==> src/rtl/alu_pkg.sv <==
// ---------------------------------------------------------------------------
// alu_pkg
// Shared types and constants for the ALU operand sequencer.
//   state_t  : sequencer states (collect A, collect B, collect op,
//              one-cycle execute, show result)
//   OP_*     : 2-bit operation encodings driven onto the ALU select lines
//   PHASE_*  : one-hot LED patterns shown for each phase
// ---------------------------------------------------------------------------
package alu_pkg;

    typedef enum logic [2:0] {
        S_A,
        S_B,
        S_OP,
        S_EXEC,
        S_SHOW
    } state_t;

    localparam logic [1:0] OP_ADD = 2'b00;
    localparam logic [1:0] OP_SUB = 2'b01;
    localparam logic [1:0] OP_SHL = 2'b10;
    localparam logic [1:0] OP_AND = 2'b11;

    localparam logic [3:0] PHASE_A    = 4'b0001;
    localparam logic [3:0] PHASE_B    = 4'b0010;
    localparam logic [3:0] PHASE_OP   = 4'b0100;
    localparam logic [3:0] PHASE_SHOW = 4'b1000;

endpackage

==> src/rtl/btn_debounce.sv <==
// ---------------------------------------------------------------------------
// btn_debounce
// Conditions one raw push-button: two-flop synchronizer, stability counter
// and a rising-edge pulse of the debounced level.
// Ports:
//   clk     : system clock
//   rst     : synchronous active-high reset
//   btn_raw : raw, asynchronous, bouncy button level
//   pulse   : one-cycle pulse per accepted press (none on release)
// ---------------------------------------------------------------------------
module btn_debounce #(
    parameter int DB_CYCLES = 500000
) (
    input  logic clk,
    input  logic rst,
    input  logic btn_raw,
    output logic pulse
);

    localparam int CNT_W = $clog2(DB_CYCLES + 1);
    localparam logic [CNT_W-1:0] CNT_LAST = CNT_W'(DB_CYCLES - 1);

    logic [1:0]       sync_q;
    logic             db_q;
    logic             db_prev_q;
    logic [CNT_W-1:0] cnt_q;

    // The level flips on the edge where the counter would reach DB_CYCLES,
    // so exactly DB_CYCLES consecutive differing synchronized cycles are
    // needed. Any cycle where the synchronized level agrees with the
    // debounced level restarts the count, which swallows short bounces.
    always_ff @(posedge clk) begin
        if (rst) begin
            sync_q    <= 2'b00;
            db_q      <= 1'b0;
            db_prev_q <= 1'b0;
            cnt_q     <= '0;
        end else begin
            sync_q    <= {sync_q[0], btn_raw};
            db_prev_q <= db_q;
            if (sync_q[1] == db_q) begin
                cnt_q <= '0;
            end else if (cnt_q == CNT_LAST) begin
                db_q  <= ~db_q;
                cnt_q <= '0;
            end else begin
                cnt_q <= cnt_q + CNT_W'(1);
            end
        end
    end

    assign pulse = db_q & ~db_prev_q;

endmodule

==> src/rtl/alu_operand_sequencer.sv <==
// ---------------------------------------------------------------------------
// alu_operand_sequencer
// Front-end for the board's 4-bit ALU. Operand A, operand B and the
// operation are loaded from the data switches one per step press; the ALU
// result is captured one cycle after the operation is loaded and held.
// Ports:
//   clk, rst     : clock and synchronous active-high reset
//   sw_data      : raw data switches (quasi-static)
//   btn_step     : raw step button
//   btn_clear    : raw clear button (restarts the sequence)
//   alu_f        : combinational ALU result
//   alu_a/alu_b  : registered operands to the ALU
//   alu_s        : registered op select ([1]=class, [0]=mode)
//   result_q     : captured ALU result
//   result_valid : result_q belongs to the current operand set
//   phase        : one-hot LED phase {SHOW, OP, B, A}
// ---------------------------------------------------------------------------
module alu_operand_sequencer
    import alu_pkg::*;
#(
    parameter int DB_CYCLES = 500000
) (
    input  logic       clk,
    input  logic       rst,
    input  logic [3:0] sw_data,
    input  logic       btn_step,
    input  logic       btn_clear,
    input  logic [3:0] alu_f,
    output logic [3:0] alu_a,
    output logic [3:0] alu_b,
    output logic [1:0] alu_s,
    output logic [3:0] result_q,
    output logic       result_valid,
    output logic [3:0] phase
);

    logic       step_pulse;
    logic       clear_pulse;
    state_t     state_q;
    state_t     state_d;
    logic [3:0] a_q;
    logic [3:0] b_q;
    logic [1:0] op_q;

    btn_debounce #(.DB_CYCLES(DB_CYCLES)) u_step_db (
        .clk     (clk),
        .rst     (rst),
        .btn_raw (btn_step),
        .pulse   (step_pulse)
    );

    btn_debounce #(.DB_CYCLES(DB_CYCLES)) u_clear_db (
        .clk     (clk),
        .rst     (rst),
        .btn_raw (btn_clear),
        .pulse   (clear_pulse)
    );

    // State register.
    always_ff @(posedge clk) begin
        if (rst) begin
            state_q <= S_A;
        end else begin
            state_q <= state_d;
        end
    end

    // Next-state and phase decode. Clear wins over a simultaneous step;
    // S_EXEC always lasts one cycle, so steps arriving then are dropped.
    always_comb begin
        state_d = state_q;
        phase   = PHASE_A;
        case (state_q)
            S_A:     begin phase = PHASE_A;    if (step_pulse) state_d = S_B;    end
            S_B:     begin phase = PHASE_B;    if (step_pulse) state_d = S_OP;   end
            S_OP:    begin phase = PHASE_OP;   if (step_pulse) state_d = S_EXEC; end
            S_EXEC:  begin phase = PHASE_OP;   state_d = S_SHOW;                 end
            S_SHOW:  begin phase = PHASE_SHOW; if (step_pulse) state_d = S_A;    end
            default: begin phase = PHASE_A;    state_d = S_A;                    end
        endcase
        if (clear_pulse) begin
            state_d = S_A;
        end
    end

    // Datapath registers. They only load on their capturing edge so the ALU
    // inputs stay glitch-free; operands survive S_SHOW -> S_A until reloaded.
    always_ff @(posedge clk) begin
        if (rst || clear_pulse) begin
            a_q          <= 4'h0;
            b_q          <= 4'h0;
            op_q         <= 2'b00;
            result_q     <= 4'h0;
            result_valid <= 1'b0;
        end else begin
            case (state_q)
                S_A:    if (step_pulse) a_q  <= sw_data;
                S_B:    if (step_pulse) b_q  <= sw_data;
                S_OP:   if (step_pulse) op_q <= sw_data[1:0];
                S_EXEC: begin
                    result_q     <= alu_f;
                    result_valid <= 1'b1;
                end
                S_SHOW: if (step_pulse) result_valid <= 1'b0;
                default: ;
            endcase
        end
    end

    assign alu_a = a_q;
    assign alu_b = b_q;
    assign alu_s = op_q;

endmodule

==> config.mk <==
export PLATFORM = sky130hd
export DESIGN_NAME = alu_operand_sequencer
export DESIGN_NICKNAME = d
export VERILOG_FILES = /design/src/rtl/alu_pkg.sv /design/src/rtl/btn_debounce.sv /design/src/rtl/alu_operand_sequencer.sv
export SDC_FILE = /design/constraint.sdc
export NUM_CORES = 1
export LEC_CHECK = 0
export CAP_MARGIN = 20
export CORE_UTILIZATION = 52
export DETAILED_ROUTE_END_ITERATION = 8
export GPL_ROUTABILITY_DRIVEN = 0
export GPL_TIMING_DRIVEN = 0
export PLACE_DENSITY_LB_ADDON = 0.2
export RECOVER_POWER = 25
export REMOVE_ABC_BUFFERS = 1
export SLEW_MARGIN = 25
export SYNTH_ARGS = -nofsm -noshare
export SYNTH_HDL_FRONTEND = slang
export SYNTH_SLANG_ARGS = --single-unit
==> constraint.sdc <==
create_clock -name clk -period 3.8 [get_ports clk]
set_input_delay 0.38 -clock clk [delete_from_list [all_inputs] [get_ports clk]]
set_output_delay 0.38 -clock clk [all_outputs]
set_load 0.005 [all_outputs]
# Word level (Yosys, flattened, before mapping)
# Index checks and enable logic that the tools add are counted.
# classes
n_mux	8
reduce_logical	14
n_eq_ne	12
n_addsub	2
n_bitwise	8
# ops
operator	count
adder 19 x 1 -> 19 bit (second input constant)	2
equality test 19 bit (second input constant)	2
one-hot mux 3 bit (5 select lines)	1
two-way mux 3 bit	4
one-hot mux 4 bit (3 select lines)	1
AND reduction 2 bit	6
inequality test 2 bit (second input constant)	4
equality test 3 x 2 -> 1 bit (second input constant)	2
inverter 1 bit	6
OR reduction 3 bit	2
AND reduction 4 bit	1
OR reduction 2 bit	2
equality test 3 x 1 -> 1 bit (second input constant)	1
equality test 3 bit (second input constant)	1
zero test 3 bit	1
bitwise AND 1 bit	2
equality test 1 bit	2
one-hot mux 1 bit (2 select lines)	1
nonzero test 2 bit	1
logical OR 1 bit	1
two-way mux 1 bit	1
# totals
output_inout_bits	19
ff_bits	64
inputBits	12

# Depth between registers and ports, before layout
# Gate-level depths: netlist of the first run.
# depth
ltp_word	4
ltp_mapped	6
mapped_depth_nobuf	5

# Hierarchy
# A second synthesis of the first run with hierarchy kept.
# hier_totals
cells_unflattened	307
hier_area_um2	2955.3
# by_module_without_submodules
module	area_each_um2	n_inst	cells_each
btn_debounce	1028.5	2	111
alu_operand_sequencer	898.4	1	85

# Worst setup path before layout of the first run
# No wires, ideal clock.
# synth_timing
kind	flip-flop to flip-flop
from	register u_clear_db.cnt_q[8]
to	register u_clear_db.cnt_q[12]
stages_incl_launch_ff	6
setup_slack_ns	2.007
t_arrival_ns	1.679
setup_time_ns	0.115
path_cell_list	dfxtp_1 > inv_2 > or4_4 > o41ai_4 > buf_6 > nor2_1
# synth_between
elab_chain_cells	2
# synth_lines
item	line	rtl
start, declared	btn_debounce.sv:26	logic [CNT_W-1:0] cnt_q;
start signal, assigned	btn_debounce.sv:47	cnt_q <= cnt_q + CNT_W'(1);
branches (longest 2 deep; another with adder 19 x 1 -> 19 bit)	-	
# Several ways; the timed one is not identified.
# A chain may end at the register's enable or synchronous reset.

# Worst setup path in the final report of the first run
# layout_timing
from	register state_q[0]
to	output port phase[1]
# layout_between
elab_chain_cells	3
# layout_lines
item	line	rtl
start, declared	alu_operand_sequencer.sv:39	state_t state_q;
start signal, assigned	alu_operand_sequencer.sv:64	state_q <= state_d;
equality test 3 x 2 -> 1 bit	alu_operand_sequencer.sv:73	case (state_q)
OR reduction 2 bit (no line)	-	
one-hot mux 4 bit (3 select lines) (*)	alu_operand_sequencer.sv:73	
end, declared	alu_operand_sequencer.sv:34	output logic [3:0] phase
# Every way passes the cells marked *; elsewhere a longest branch is shown, timed or not.

==> flow_summary.json, run 1 <==
{
  "outcome": "finished clean",
  "num_rows": 25,
  "postCtsResizedCells": 0,
  "seqPwrFrac_pct": 55.9,
  "final-hold-violation-count": 0,
  "clk_pin_slew_ns": 0.07,
  "ys_types": 39,
  "synth_edf_count": 0,
  "drive_gt1_share_pct": 6.19,
  "ioPinCount": 31,
  "yosysWarnings": 0,
  "fillers": 433,
  "clkPwrFrac_pct": 42.1,
  "period_share_pct": 65.9,
  "fin_setup_tns_ns": 0,
  "cts_htree_levels": 3,
  "cts_tree": "done",
  "grtUsageTotal_pct": 19.4,
  "max_cap_viol_count": 0,
  "clockRootBuffer": "clkbuf_8",
  "fin_worst_skew_ns": 0.00698,
  "final_cell_mix": "dfxtp_1 (64), nor2_1 (42), nand3_1 (22), nand2_1 (21), clkdlybuf4s50_1 (20)",
  "criticalPathCategory": "flip-flop to primary output",
  "multiInputGateArea_um2": 1340,
  "fmax_mhz": 399,
  "initial_core_util_pct": 55.5,
  "cts_buffer_depth": 2,
  "grt-ovfl-total": 0,
  "fin_nets": 349,
  "p_sw_uw": 254,
  "hold_buffers": 0,
  "cts_setup_buffers": 0,
  "swShare_pct": 21.0,
  "core_area_um2": 4880,
  "areaGrowthSynthToFinish_pct": 18.5,
  "die-area_um2": 5500,
  "antenna_cells": 0,
  "cp-end-kind": "primary output",
  "place_hpwl_um": 3340,
  "finalNonFillerCells": 406,
  "yosysSeqAreaShare_pct": 47.3,
  "peakVddDrop_v": 0.000326,
  "grt_max_degree": 19,
  "syn_avg_cell_area_um2": 8.82,
  "netlist_area_um2": 2710,
  "period_needed_ns": 2.51,
  "setup_viol": 0,
  "port_buffers": 30,
  "grt_first_pass_wirelength_um": 8210,
  "first_iter_violations": 106,
  "seq_area_um2": 1280,
  "crit_fanout": 11,
  "power_density_nw_per_um2": 376,
  "report.final.slew_viol_count": 0,
  "hp-class": "flip-flop to flip-flop",
  "rsz0062_at_grt": "false",
  "grt_pass1_vias": 1845,
  "firstDrtPassIters": 4,
  "final_common_cell": "dfxtp_1",
  "synth-seq-cells": 64,
  "p_comb_share_pct": 2.0,
  "cts_num_sinks": 64,
  "wl_um": 4790,
  "die_x_um": 74.2,
  "drc": 0,
  "syn_inst": 307,
  "synth_ff_type": "dfxtp_1",
  "cp.required_ns": 3.42,
  "timing.hold.ws_ns": 0.437,
  "vias_per_cell": 5.30,
  "fin_util_pct": 65.7,
  "numPlacedInstances": 391,
  "antenna_found_initial": 0,
  "max_slew_margin_pct": 35.5,
  "wire_per_inst_um": 11.8,
  "ant_nets": 0,
  "worstMarginPinSlew_ns": 0.965,
  "arrival_ns": 2.13,
  "rrSetupSlack_ns": 1.63,
  "cp-start-kind": "flip-flop",
  "vias": 2153,
  "cts_buffers": 9,
  "cellLeakagePower_uw": 0.00105,
  "power.internal_uw": 953,
  "die_h_um": 74.2,
  "clock_latency_ns": 0.33,
  "synth-async-reset-ratio_pct": 0
}
==> path summary, 6_finish.rpt <==
check,start,endpoint,cells after the start
worst min register to register,u_clear_db.sync_q[0],u_clear_db.sync_q[1],1
worst max register to register,u_clear_db.cnt_q[8],u_clear_db.cnt_q[11],4
worst max-delay path,state_q[0],phase[1],2
worst min-delay path,u_clear_db.sync_q[0],u_clear_db.sync_q[1],1
==> sequential cells by signal, indices dropped and copies added, names as in the netlist <==
signal,count
state_q,3
u_step_db.db_q,1
u_step_db.db_prev_q,1
alu_s,2
result_valid,1
u_step_db.cnt_q,19
u_clear_db.db_prev_q,1
u_clear_db.cnt_q,19
u_clear_db.sync_q,2
u_step_db.sync_q,2
u_clear_db.db_q,1
alu_a,4
alu_b,4
result_q,4
==> per-stage QoR <==
stage	cell area, µm²	total power (µW)	setup WS [ns]
detailed placement	3040	714	1.62
finish	3210	1210	1.29
global placement	3030	715	1.47
global route	3210	1260	1.16
floorplan	2650	698	1.94
CTS	3210	1220	1.30
==> cell usage after synthesis (3+ instances only) <==
cell      number  area share, %
mux2i_1        6            2.2
nand4_1       17            3.9
dfxtp_1       64             47
nor2b_1       11            2.5
and4_1         3           0.97
xnor2_1       18            5.8
nand2_1       21            2.9
inv_1          6           0.83
or3_1          4           0.92
o21ai_0        5           0.92
or4_1          3           0.83
nand3_1       22            4.1
clkbuf_1       8            1.1
a21oi_1       19            3.5
o31ai_1        3           0.83
nor2_1        42            5.8
nor4_1         8            1.8
nor3_1        10            1.8
xor2_1        12            3.9
==> logic make-up after synthesis <==
family,count (synthesis),share of synthesized area (%)
AOI/OAI and AO/OA,30,6.84
xor gates and xnor gates,30,9.70
adders and majority gates,2,0.924
buffers and inverters,20,3.19
DFF,64,47.3
muxes,7,2.63
and+or+nand+nor,154,29.4
==> worst max-delay path: stages, from the launching register on <==
cell             delay, ns
dfxtp_1               0.52
nor3b_1               0.65
clkdlybuf4s50_1       0.63
==> power groups by stage <==
stage | Combinational, µW | Sequential (µW) | Clock [µW]
floorplan | 8.56 | 689 | 0
global placement | 24.9 | 690 | 0
detailed placement | 24.6 | 690 | 0
CTS | 24.8 | 674 | 525
global route | 27.0 | 674 | 554
finish | 24.2 | 675 | 508
==> cell type report <==
class	count	share of cell area, %
clock buffer	12	4.84
clock inverter	3	0.546
inverter	7	0.819
multi-input combinational	223	41.9
sequential	64	39.9
tap	67	2.61
timing repair buffer	30	9.36
==> routing by layer <==
metal	GRT usage [%]	routed length, µm	vias up
met3	4.07	204	8
met5	0	0	-
met4	10.3	86	0
met1	26.9	2500	963
li1	-	-	1134
met2	28.4	2010	48
(Power assumes the default switching activity.)
==> inputs of run 2 (changes only) <==
Clock period 3.8 ns to 2.6 ns, I/O delays scaled along.
==> results of run 2 <==
Same layout as run 1 (identical final DEF). Status: finished clean.
Main changes from that run: setup slack after placement 1.62 ns -> 0.421 ns; setup slack after layout 1.29 ns -> 0.214 ns; register-to-register setup slack 1.63 ns -> 0.43 ns; total power 1210 µW -> 1760 µW; worst IR drop on VDD 0.000326 V -> 0.000477 V
